## src/rtl/shift_pkg.sv

```systemverilog
// Shared types and constants for the shift arbiter: opcode encodings, FSM states, width defaults.
package shift_pkg;

    localparam int unsigned DW_DEF = 16;
    localparam int unsigned CW_DEF = 4;

    localparam logic [1:0] OP_ROL = 2'b00;
    localparam logic [1:0] OP_SLL = 2'b01;
    localparam logic [1:0] OP_SRA = 2'b10;
    localparam logic [1:0] OP_SRL = 2'b11;

    typedef enum logic [1:0] {
        IDLE  = 2'b00,
        ISSUE = 2'b01,
        RESP  = 2'b10
    } state_e;

endpackage

```

## src/rtl/shift_arbiter_if.sv

```systemverilog
// Bundle of both requester handshakes, the response channel and the shared shifter hookup.
interface shift_arbiter_if #(
    parameter int unsigned DW = shift_pkg::DW_DEF,
    parameter int unsigned CW = shift_pkg::CW_DEF
);
    logic          req0_valid;
    logic          req0_ready;
    logic [DW-1:0] req0_in;
    logic [CW-1:0] req0_cnt;
    logic [1:0]    req0_op;

    logic          req1_valid;
    logic          req1_ready;
    logic [DW-1:0] req1_in;
    logic [CW-1:0] req1_cnt;
    logic [1:0]    req1_op;

    logic          resp_valid;
    logic          resp_ready;
    logic          resp_id;
    logic [DW-1:0] resp_data;

    logic [DW-1:0] sh_in;
    logic [CW-1:0] sh_cnt;
    logic [1:0]    sh_op;
    logic [DW-1:0] sh_out;

    // Arbiter side.
    modport slave (
        input  req0_valid, req0_in, req0_cnt, req0_op,
        input  req1_valid, req1_in, req1_cnt, req1_op,
        input  resp_ready, sh_out,
        output req0_ready, req1_ready,
        output resp_valid, resp_id, resp_data,
        output sh_in, sh_cnt, sh_op
    );

    // Requesters, consumer and shifter side.
    modport master (
        output req0_valid, req0_in, req0_cnt, req0_op,
        output req1_valid, req1_in, req1_cnt, req1_op,
        output resp_ready, sh_out,
        input  req0_ready, req1_ready,
        input  resp_valid, resp_id, resp_data,
        input  sh_in, sh_cnt, sh_op
    );
endinterface

```

## src/rtl/rr_arb2.sv

```systemverilog
// Two-input round-robin arbiter; the priority pointer moves to the loser whenever an accept happens.
module rr_arb2 (
    input  logic       clk,
    input  logic       rst_n,
    input  logic [1:0] valid,
    input  logic       en,
    output logic       grant
);

    logic prio_q;

    // A lone requester wins outright; ties and idle cycles fall to the pointer.
    always_comb begin
        grant = prio_q;
        unique case (valid)
            2'b01:   grant = 1'b0;
            2'b10:   grant = 1'b1;
            default: grant = prio_q;
        endcase
    end

    always_ff @(posedge clk or negedge rst_n) begin
        if (!rst_n) begin
            prio_q <= 1'b0;
        end else if (en && (|valid)) begin
            prio_q <= ~grant;
        end
    end

endmodule

```

## src/rtl/shift_arbiter.sv

```systemverilog
// Round-robin sharing of one combinational shifter between two requesters, one op in flight at a time.
module shift_arbiter
    import shift_pkg::*;
#(
    parameter int unsigned DW = DW_DEF,
    parameter int unsigned CW = CW_DEF
) (
    input  logic           clk,
    input  logic           rst_n,
    shift_arbiter_if.slave bus
);

    state_e        state_q;
    state_e        state_d;
    logic [1:0]    valid;
    logic          grant;
    logic          acc_en;
    logic          accept;

    logic [DW-1:0] op_in;
    logic [CW-1:0] op_cnt;
    logic [1:0]    op_op;
    logic          op_id;

    logic          resp_valid_q;
    logic          resp_id_q;
    logic [DW-1:0] resp_data_q;

    assign valid  = {bus.req1_valid, bus.req0_valid};
    // Retiring a result and accepting the next op may share a cycle.
    assign acc_en = (state_q == IDLE) || ((state_q == RESP) && bus.resp_ready);
    assign accept = acc_en && valid[grant];

    rr_arb2 u_arb (
        .clk   (clk),
        .rst_n (rst_n),
        .valid (valid),
        .en    (acc_en),
        .grant (grant)
    );

    assign bus.req0_ready = acc_en && !grant;
    assign bus.req1_ready = acc_en && grant;

    assign bus.sh_in  = op_in;
    assign bus.sh_cnt = op_cnt;
    assign bus.sh_op  = op_op;

    assign bus.resp_valid = resp_valid_q;
    assign bus.resp_id    = resp_id_q;
    assign bus.resp_data  = resp_data_q;

    always_ff @(posedge clk or negedge rst_n) begin
        if (!rst_n) begin
            state_q <= IDLE;
        end else begin
            state_q <= state_d;
        end
    end

    always_comb begin
        state_d = state_q;
        unique case (state_q)
            IDLE:    if (accept) state_d = ISSUE;
            ISSUE:   state_d = RESP;
            RESP:    if (bus.resp_ready) state_d = accept ? ISSUE : IDLE;
            default: state_d = IDLE;
        endcase
    end

    // Operand capture from the winning requester.
    always_ff @(posedge clk or negedge rst_n) begin
        if (!rst_n) begin
            op_in  <= '0;
            op_cnt <= '0;
            op_op  <= 2'b00;
            op_id  <= 1'b0;
        end else if (accept) begin
            op_in  <= grant ? bus.req1_in  : bus.req0_in;
            op_cnt <= grant ? bus.req1_cnt : bus.req0_cnt;
            op_op  <= grant ? bus.req1_op  : bus.req0_op;
            op_id  <= grant;
        end
    end

    // Result register: loaded from the shifter in ISSUE, held under backpressure.
    always_ff @(posedge clk or negedge rst_n) begin
        if (!rst_n) begin
            resp_valid_q <= 1'b0;
            resp_id_q    <= 1'b0;
            resp_data_q  <= '0;
        end else if (state_q == ISSUE) begin
            resp_valid_q <= 1'b1;
            resp_id_q    <= op_id;
            resp_data_q  <= bus.sh_out;
        end else if ((state_q == RESP) && bus.resp_ready) begin
            resp_valid_q <= 1'b0;
        end
    end

endmodule

```

## src/flat_wrapper.sv

```systemverilog
// flat-port wrapper written by rule: the top's interface ports become plain ports
module shift_arbiter_flat import shift_pkg::*;
#(
    parameter int unsigned DW = DW_DEF,
    parameter int unsigned CW = CW_DEF
)
  (clk, rst_n, bus_req0_valid, bus_req0_in, bus_req0_cnt, bus_req0_op, bus_req1_valid, bus_req1_in, bus_req1_cnt, bus_req1_op, bus_resp_ready, bus_sh_out, bus_req0_ready, bus_req1_ready, bus_resp_valid, bus_resp_id, bus_resp_data, bus_sh_in, bus_sh_cnt, bus_sh_op);
  shift_arbiter_if #(.DW(DW), .CW(CW)) bus_i ();
  input  logic clk;
  input  logic rst_n;
  input wire logic [$bits(bus_i.req0_valid)-1:0] bus_req0_valid;
  input wire logic [$bits(bus_i.req0_in)-1:0] bus_req0_in;
  input wire logic [$bits(bus_i.req0_cnt)-1:0] bus_req0_cnt;
  input wire logic [$bits(bus_i.req0_op)-1:0] bus_req0_op;
  input wire logic [$bits(bus_i.req1_valid)-1:0] bus_req1_valid;
  input wire logic [$bits(bus_i.req1_in)-1:0] bus_req1_in;
  input wire logic [$bits(bus_i.req1_cnt)-1:0] bus_req1_cnt;
  input wire logic [$bits(bus_i.req1_op)-1:0] bus_req1_op;
  input wire logic [$bits(bus_i.resp_ready)-1:0] bus_resp_ready;
  input wire logic [$bits(bus_i.sh_out)-1:0] bus_sh_out;
  output wire logic [$bits(bus_i.req0_ready)-1:0] bus_req0_ready;
  output wire logic [$bits(bus_i.req1_ready)-1:0] bus_req1_ready;
  output wire logic [$bits(bus_i.resp_valid)-1:0] bus_resp_valid;
  output wire logic [$bits(bus_i.resp_id)-1:0] bus_resp_id;
  output wire logic [$bits(bus_i.resp_data)-1:0] bus_resp_data;
  output wire logic [$bits(bus_i.sh_in)-1:0] bus_sh_in;
  output wire logic [$bits(bus_i.sh_cnt)-1:0] bus_sh_cnt;
  output wire logic [$bits(bus_i.sh_op)-1:0] bus_sh_op;
  assign bus_i.req0_valid = bus_req0_valid;
  assign bus_i.req0_in = bus_req0_in;
  assign bus_i.req0_cnt = bus_req0_cnt;
  assign bus_i.req0_op = bus_req0_op;
  assign bus_i.req1_valid = bus_req1_valid;
  assign bus_i.req1_in = bus_req1_in;
  assign bus_i.req1_cnt = bus_req1_cnt;
  assign bus_i.req1_op = bus_req1_op;
  assign bus_i.resp_ready = bus_resp_ready;
  assign bus_i.sh_out = bus_sh_out;
  assign bus_req0_ready = bus_i.req0_ready;
  assign bus_req1_ready = bus_i.req1_ready;
  assign bus_resp_valid = bus_i.resp_valid;
  assign bus_resp_id = bus_i.resp_id;
  assign bus_resp_data = bus_i.resp_data;
  assign bus_sh_in = bus_i.sh_in;
  assign bus_sh_cnt = bus_i.sh_cnt;
  assign bus_sh_op = bus_i.sh_op;
  shift_arbiter #(.DW(DW), .CW(CW)) u_core (.clk(clk), .rst_n(rst_n), .bus(bus_i));
endmodule
```

## config.mk

```make
export PLATFORM = sky130hd
export DESIGN_NAME = shift_arbiter_flat
export DESIGN_NICKNAME = d
export VERILOG_FILES = /design/src/rtl/shift_pkg.sv /design/src/rtl/shift_arbiter_if.sv /design/src/rtl/rr_arb2.sv /design/src/rtl/shift_arbiter.sv /design/src/flat_wrapper.sv
export SDC_FILE = /design/constraint.sdc
export NUM_CORES = 1
export LEC_CHECK = 0
export CORE_ASPECT_RATIO = 0.8
export CORE_UTILIZATION = 40
export DETAILED_ROUTE_END_ITERATION = 12
export PLACE_DENSITY = 0.81
export SETUP_SLACK_MARGIN = 0.5
export SYNTH_ARGS = -nofsm -noshare
export SYNTH_HDL_FRONTEND = slang
export SYNTH_HIERARCHICAL = 1
export SYNTH_SLANG_ARGS = --single-unit
```

## constraint.sdc

```tcl
create_clock -name clk -period 8.2 [get_ports clk]
set_clock_uncertainty 0.2 [all_clocks]
set_input_delay 2.46 -clock clk [delete_from_list [all_inputs] [get_ports clk]]
set_output_delay 2.46 -clock clk [all_outputs]
set_load 0.01 [all_outputs]
```

==> report_table.html <==
<table>
<tr><th>Metric</th><th>Value</th></tr>
<tr><th colspan="2">CTS</th></tr>
<tr><td>CTS tree</td><td>done</td></tr>
<tr><td>Register clock-pin slew on the reported worst setup and hold paths</td><td>0.08 ns</td></tr>
<tr><td>Clk sinks</td><td>44</td></tr>
<tr><td>Quantity of gates resized following cts</td><td>0</td></tr>
<tr><td>Number of levels the H-tree was split into</td><td>2</td></tr>
<tr><td>Max Buffers Root-to-Sink</td><td>2</td></tr>
<tr><td>Total CTS buffers</td><td>5</td></tr>
<tr><td>Post-CTS setup buffer count</td><td>0</td></tr>
<tr><td>CTS Hold Buffers Added</td><td>0</td></tr>
<tr><td>Root Buffer Master</td><td>sky130_fd_sc_hd__clkbuf_8</td></tr>
<tr><td>Insertion delay to the later sink of the worst-skew pair</td><td>just under 0.3 ns</td></tr>
<tr><th colspan="2">Synthesis</th></tr>
<tr><td>Flops &amp; latches, synth</td><td>44</td></tr>
<tr><td>Largest cells by area after synthesis</td><td>sky130_fd_sc_hd__dfrtp_1 (53%), sky130_fd_sc_hd__mux2_2 (34%), sky130_fd_sc_hd__buf_6 (2.2%)</td></tr>
<tr><td>Synthesis warning total</td><td>6</td></tr>
<tr><td>Top flip-flop cell by instance count after synthesis</td><td>sky130_fd_sc_hd__dfrtp_1</td></tr>
<tr><td>Share of the synthesized area in the top cell type</td><td>53.5%</td></tr>
<tr><td>Most area-hungry cell type in the Yosys netlist</td><td>sky130_fd_sc_hd__dfrtp_1</td></tr>
<tr><td>Sequential element share of the synthesized area</td><td>between 50% and 60%</td></tr>
<tr><td>Netlist Area Pre-Place</td><td>between 2000 and 2500 um^2</td></tr>
<tr><td>Syn Nets</td><td>around 210</td></tr>
<tr><td>Post-synth EDFFs</td><td>0</td></tr>
<tr><td>Average instance area after synthesis</td><td>14.8 um^2</td></tr>
<tr><td>Async set-or-reset flop fraction in the synthesized netlist</td><td>between 90% and 100%</td></tr>
<tr><td>Post-Syn Instances</td><td>139</td></tr>
<tr><td>Number of library cell types mapped by synthesis</td><td>23</td></tr>
<tr><th colspan="2">GRT</th></tr>
<tr><td>Number of antenna violations at the first check in global routing</td><td>0</td></tr>
<tr><td>First-pass GRT wire length</td><td>a little over 7000 um</td></tr>
<tr><td>Maximum number of pins on one net before global-route repair</td><td>45</td></tr>
<tr><td>Global-route total usage across every layer</td><td>18.0%</td></tr>
<tr><td>Number of global-route vias before repair</td><td>between 1500 and 2000</td></tr>
<tr><td>Overall overflow remaining after global route</td><td>0</td></tr>
<tr><th colspan="2">Detailed routing</th></tr>
<tr><td>Residual DRC count</td><td>0</td></tr>
<tr><td>DRT Wirelength</td><td>4500 um</td></tr>
<tr><td>Vias after detailed routing</td><td>approximately 1500</td></tr>
<tr><td>Drt via density</td><td>between 4 and 5</td></tr>
<tr><td>Routed length per placed instance</td><td>14.6 um</td></tr>
<tr><td>Antenna violation net count after detailed routing</td><td>0</td></tr>
<tr><td>Iter 0 DRT Violations</td><td>35</td></tr>
<tr><td>TritonRoute pass-1 iters</td><td>4</td></tr>
<tr><th colspan="2">Worst setup path</th></tr>
<tr><td>R2r endpoint</td><td>u_core/bus.sh_cnt[1]</td></tr>
<tr><td>Cells traversed along the worst timing path</td><td>clkdlybuf4s50_1 &gt; inv_1 &gt; ha_1 &gt; mux2_2 &gt; nor3_1 &gt; clkdlybuf4s50_1</td></tr>
<tr><td>Crit path capture</td><td>bus_req0_ready</td></tr>
<tr><td>RR Startpoint</td><td>u_core/u_arb/prio_q</td></tr>
<tr><td>Worst setup path class</td><td>input port to output port</td></tr>
<tr><td>Critical Path Max Stage Delay</td><td>approximately 0.56 ns</td></tr>
<tr><td>CP top delay family</td><td>buffers and inverters</td></tr>
<tr><td>Depth of the worst register-to-register path</td><td>5</td></tr>
<tr><td>Crit path max fanout</td><td>6</td></tr>
<tr><td>Crit. path cell count</td><td>6</td></tr>
<tr><td>Slowest stage cell, crit path</td><td>sky130_fd_sc_hd__clkdlybuf4s50_1</td></tr>
<tr><td>CP dominant cell by count</td><td>sky130_fd_sc_hd__clkdlybuf4s50_1</td></tr>
<tr><td>Worst Setup SP</td><td>bus_req1_valid</td></tr>
<tr><td>Number of buffer and inverter instances along the worst setup path</td><td>3</td></tr>
<tr><td>R2R setup slack</td><td>between 5 and 6 ns</td></tr>
<tr><td>Worst endpoint required time</td><td>5.54 ns</td></tr>
<tr><td>Worst Setup Start Kind</td><td>input port</td></tr>
<tr><td>Arrival time at the worst endpoint</td><td>about 4.6 ns</td></tr>
<tr><td>Category of the worst setup path capture point</td><td>output port</td></tr>
<tr><th colspan="2">Power</th></tr>
<tr><td>Peak supply drop</td><td>a little over 0.0002 V</td></tr>
<tr><td>Cell area power density</td><td>around 330 nW/um^2</td></tr>
<tr><td>Leakage power total</td><td>roughly 1.3 nW</td></tr>
<tr><th colspan="2">Final layout</th></tr>
<tr><td>Synthesis-to-finish area growth</td><td>57.0%</td></tr>
<tr><td>Non-Filler Instances</td><td>about 300</td></tr>
<tr><td>Fillers</td><td>between 300 and 400</td></tr>
<tr><td>Top library cells by usage in the layout, fill and taps aside</td><td>sky130_fd_sc_hd__clkdlybuf4s50_1 (105), sky130_fd_sc_hd__mux2_2 (62), sky130_fd_sc_hd__dfrtp_1 (44)</td></tr>
<tr><td>Final Net Count</td><td>about 320</td></tr>
<tr><td>Share of cells above drive strength 1</td><td>a little under a third</td></tr>
<tr><td>Count of inserted antenna diode cells</td><td>0</td></tr>
<tr><td>Most frequent standard cell in the layout excluding fill and tap cells</td><td>sky130_fd_sc_hd__clkdlybuf4s50_1</td></tr>
<tr><th colspan="2">Timing</th></tr>
<tr><td>Worst slew margin relative to its limit</td><td>between 20 and 30%</td></tr>
<tr><td>Min Clock Period, post-route</td><td>between 7 and 8 ns</td></tr>
<tr><td>Setup violators final</td><td>0</td></tr>
<tr><td>Max frequency</td><td>around 0.14 GHz</td></tr>
<tr><td>Share of the clock period used by the worst path</td><td>around nine tenths</td></tr>
<tr><td>Unrepaired setup endpoints after global routing</td><td>no</td></tr>
<tr><td>Hold violation count in the final report</td><td>0</td></tr>
<tr><td>Accumulated negative setup slack</td><td>0 ns</td></tr>
<tr><td>Transition time of the tightest slew-check pin</td><td>1.05 ns</td></tr>
<tr><td>Final Max Tran Viols</td><td>0</td></tr>
<tr><th colspan="2">Die</th></tr>
<tr><td>Area inside the core boundary</td><td>~4800 um^2</td></tr>
<tr><td>Placement row count</td><td>22</td></tr>
<tr><td>Floorplan die width</td><td>82.2 um</td></tr>
<tr><td>Top-level I/O count</td><td>approximately 110</td></tr>
<tr><td>Initial core utilization</td><td>43.2%</td></tr>
<tr><td>Die footprint</td><td>approximately 5400 um^2</td></tr>
<tr><td>Die boundary height</td><td>about 66 um</td></tr>
<tr><th colspan="2">Hold path</th></tr>
<tr><td>Type of the worst min-delay path</td><td>flop to flop</td></tr>
<tr><th colspan="2">Outcome</th></tr>
<tr><td>Run status</td><td>complete, no violations</td></tr>
<tr><th colspan="2">Flow run</th></tr>
<tr><td>Number of max-capacitance violations reported</td><td>0</td></tr>
<tr><th colspan="2">Placed design</th></tr>
<tr><td>Final HPWL DP</td><td>between 3000 and 4000 um</td></tr>
<tr><td>Final estimated routing congestion in global placement</td><td>between 0.7 and 0.8</td></tr>
<tr><td>Count of input and output buffers</td><td>106</td></tr>
<tr><td>Cell count after placement</td><td>300</td></tr>
</table>
[worst min path at each step]
stage	cells past startpoint	end	slack, ns	start
floorplan	1	u_core/u_arb/prio_q	0.30	u_core/u_arb/prio_q
global placement	1	u_core/bus.sh_in[15]	0.29	u_core/bus.sh_in[15]
detailed placement	1	u_core/bus.sh_in[1]	0.29	u_core/bus.sh_in[1]
CTS	1	u_core/bus.sh_in[1]	0.31	u_core/bus.sh_in[1]
global route	1	u_core/bus.sh_in[13]	0.32	u_core/bus.sh_in[13]
finish	1	u_core/bus.sh_in[3]	0.31	u_core/bus.sh_in[3]
[logic make-up after synthesis]
family / share of synthesized area (%)
multiplexers: 34.4
adder cells (fa/ha/maj): 1.82
flip-flops: 53.5
buffers and inverters: 3.53
AND/OR/NAND/NOR: 4.68
AO/OA/AOI/OAI: 2.07
[power breakdown]
group	switching (mW)	internal [mW]
clock	0.0706	0.0594
combinational	0.201	0.352
sequential	0.0585	0.327
[routing by layer]
metal / wire length (um) / track usage, % / vias to the layer above
li1: - / - / 711
met1: 1950 / 22.0 / 708
met2: 1950 / 28.1 / 72
met3: 583 / 7.86 / 2
met4: 23 / 6.36 / 0
met5: 0 / 0 / -
[through the flow]
stage	power, mW	hold slack, ns	util [%]	setup slack, ns	area [um^2]
final	1.07	0.309	67.8	0.945	3230
after global routing	1.14	0.325	67.8	0.862	3230
after CTS	1.08	0.314	67.8	0.926	3230
after global placement	0.941	0.288	66.0	1.01	3140
after detailed placement	0.948	0.294	66.0	0.924	3140
after floorplan	0.673	0.300	-	1.75	2060
[sequential cells by signal, indices dropped and copies added, names as in the netlist]
register,flops
u_core/op_id,1
u_core/bus.resp_valid,1
u_core/bus.resp_id,1
u_core/state_q,2
u_core/bus.sh_in,16
u_core/bus.resp_data,16
u_core/bus.sh_cnt,4
u_core/u_arb/prio_q,1
u_core/bus.sh_op,2
[layout make-up]
class	count	area, um^2	share of cell area [%]
clock buffer	5	68.8	2.13
clock inverter	3	18.8	0.581
inverter	5	18.8	0.581
multi-input combinational	84	885	27.4
sequential	44	1100	34.1
tap	60	75.1	2.32
timing repair buffer	107	1060	32.9
[synthesized netlist by cell type, types with 2 or more instances]
| cell | n |
|---|---|
| sky130_fd_sc_hd__buf_6 | 4 |
| sky130_fd_sc_hd__dfrtp_1 | 44 |
| sky130_fd_sc_hd__ha_1 | 3 |
| sky130_fd_sc_hd__inv_1 | 5 |
| sky130_fd_sc_hd__mux2_2 | 62 |
| sky130_fd_sc_hd__nor2_1 | 3 |
| sky130_fd_sc_hd__nor3_1 | 2 |
(Power assumes the default switching activity.)
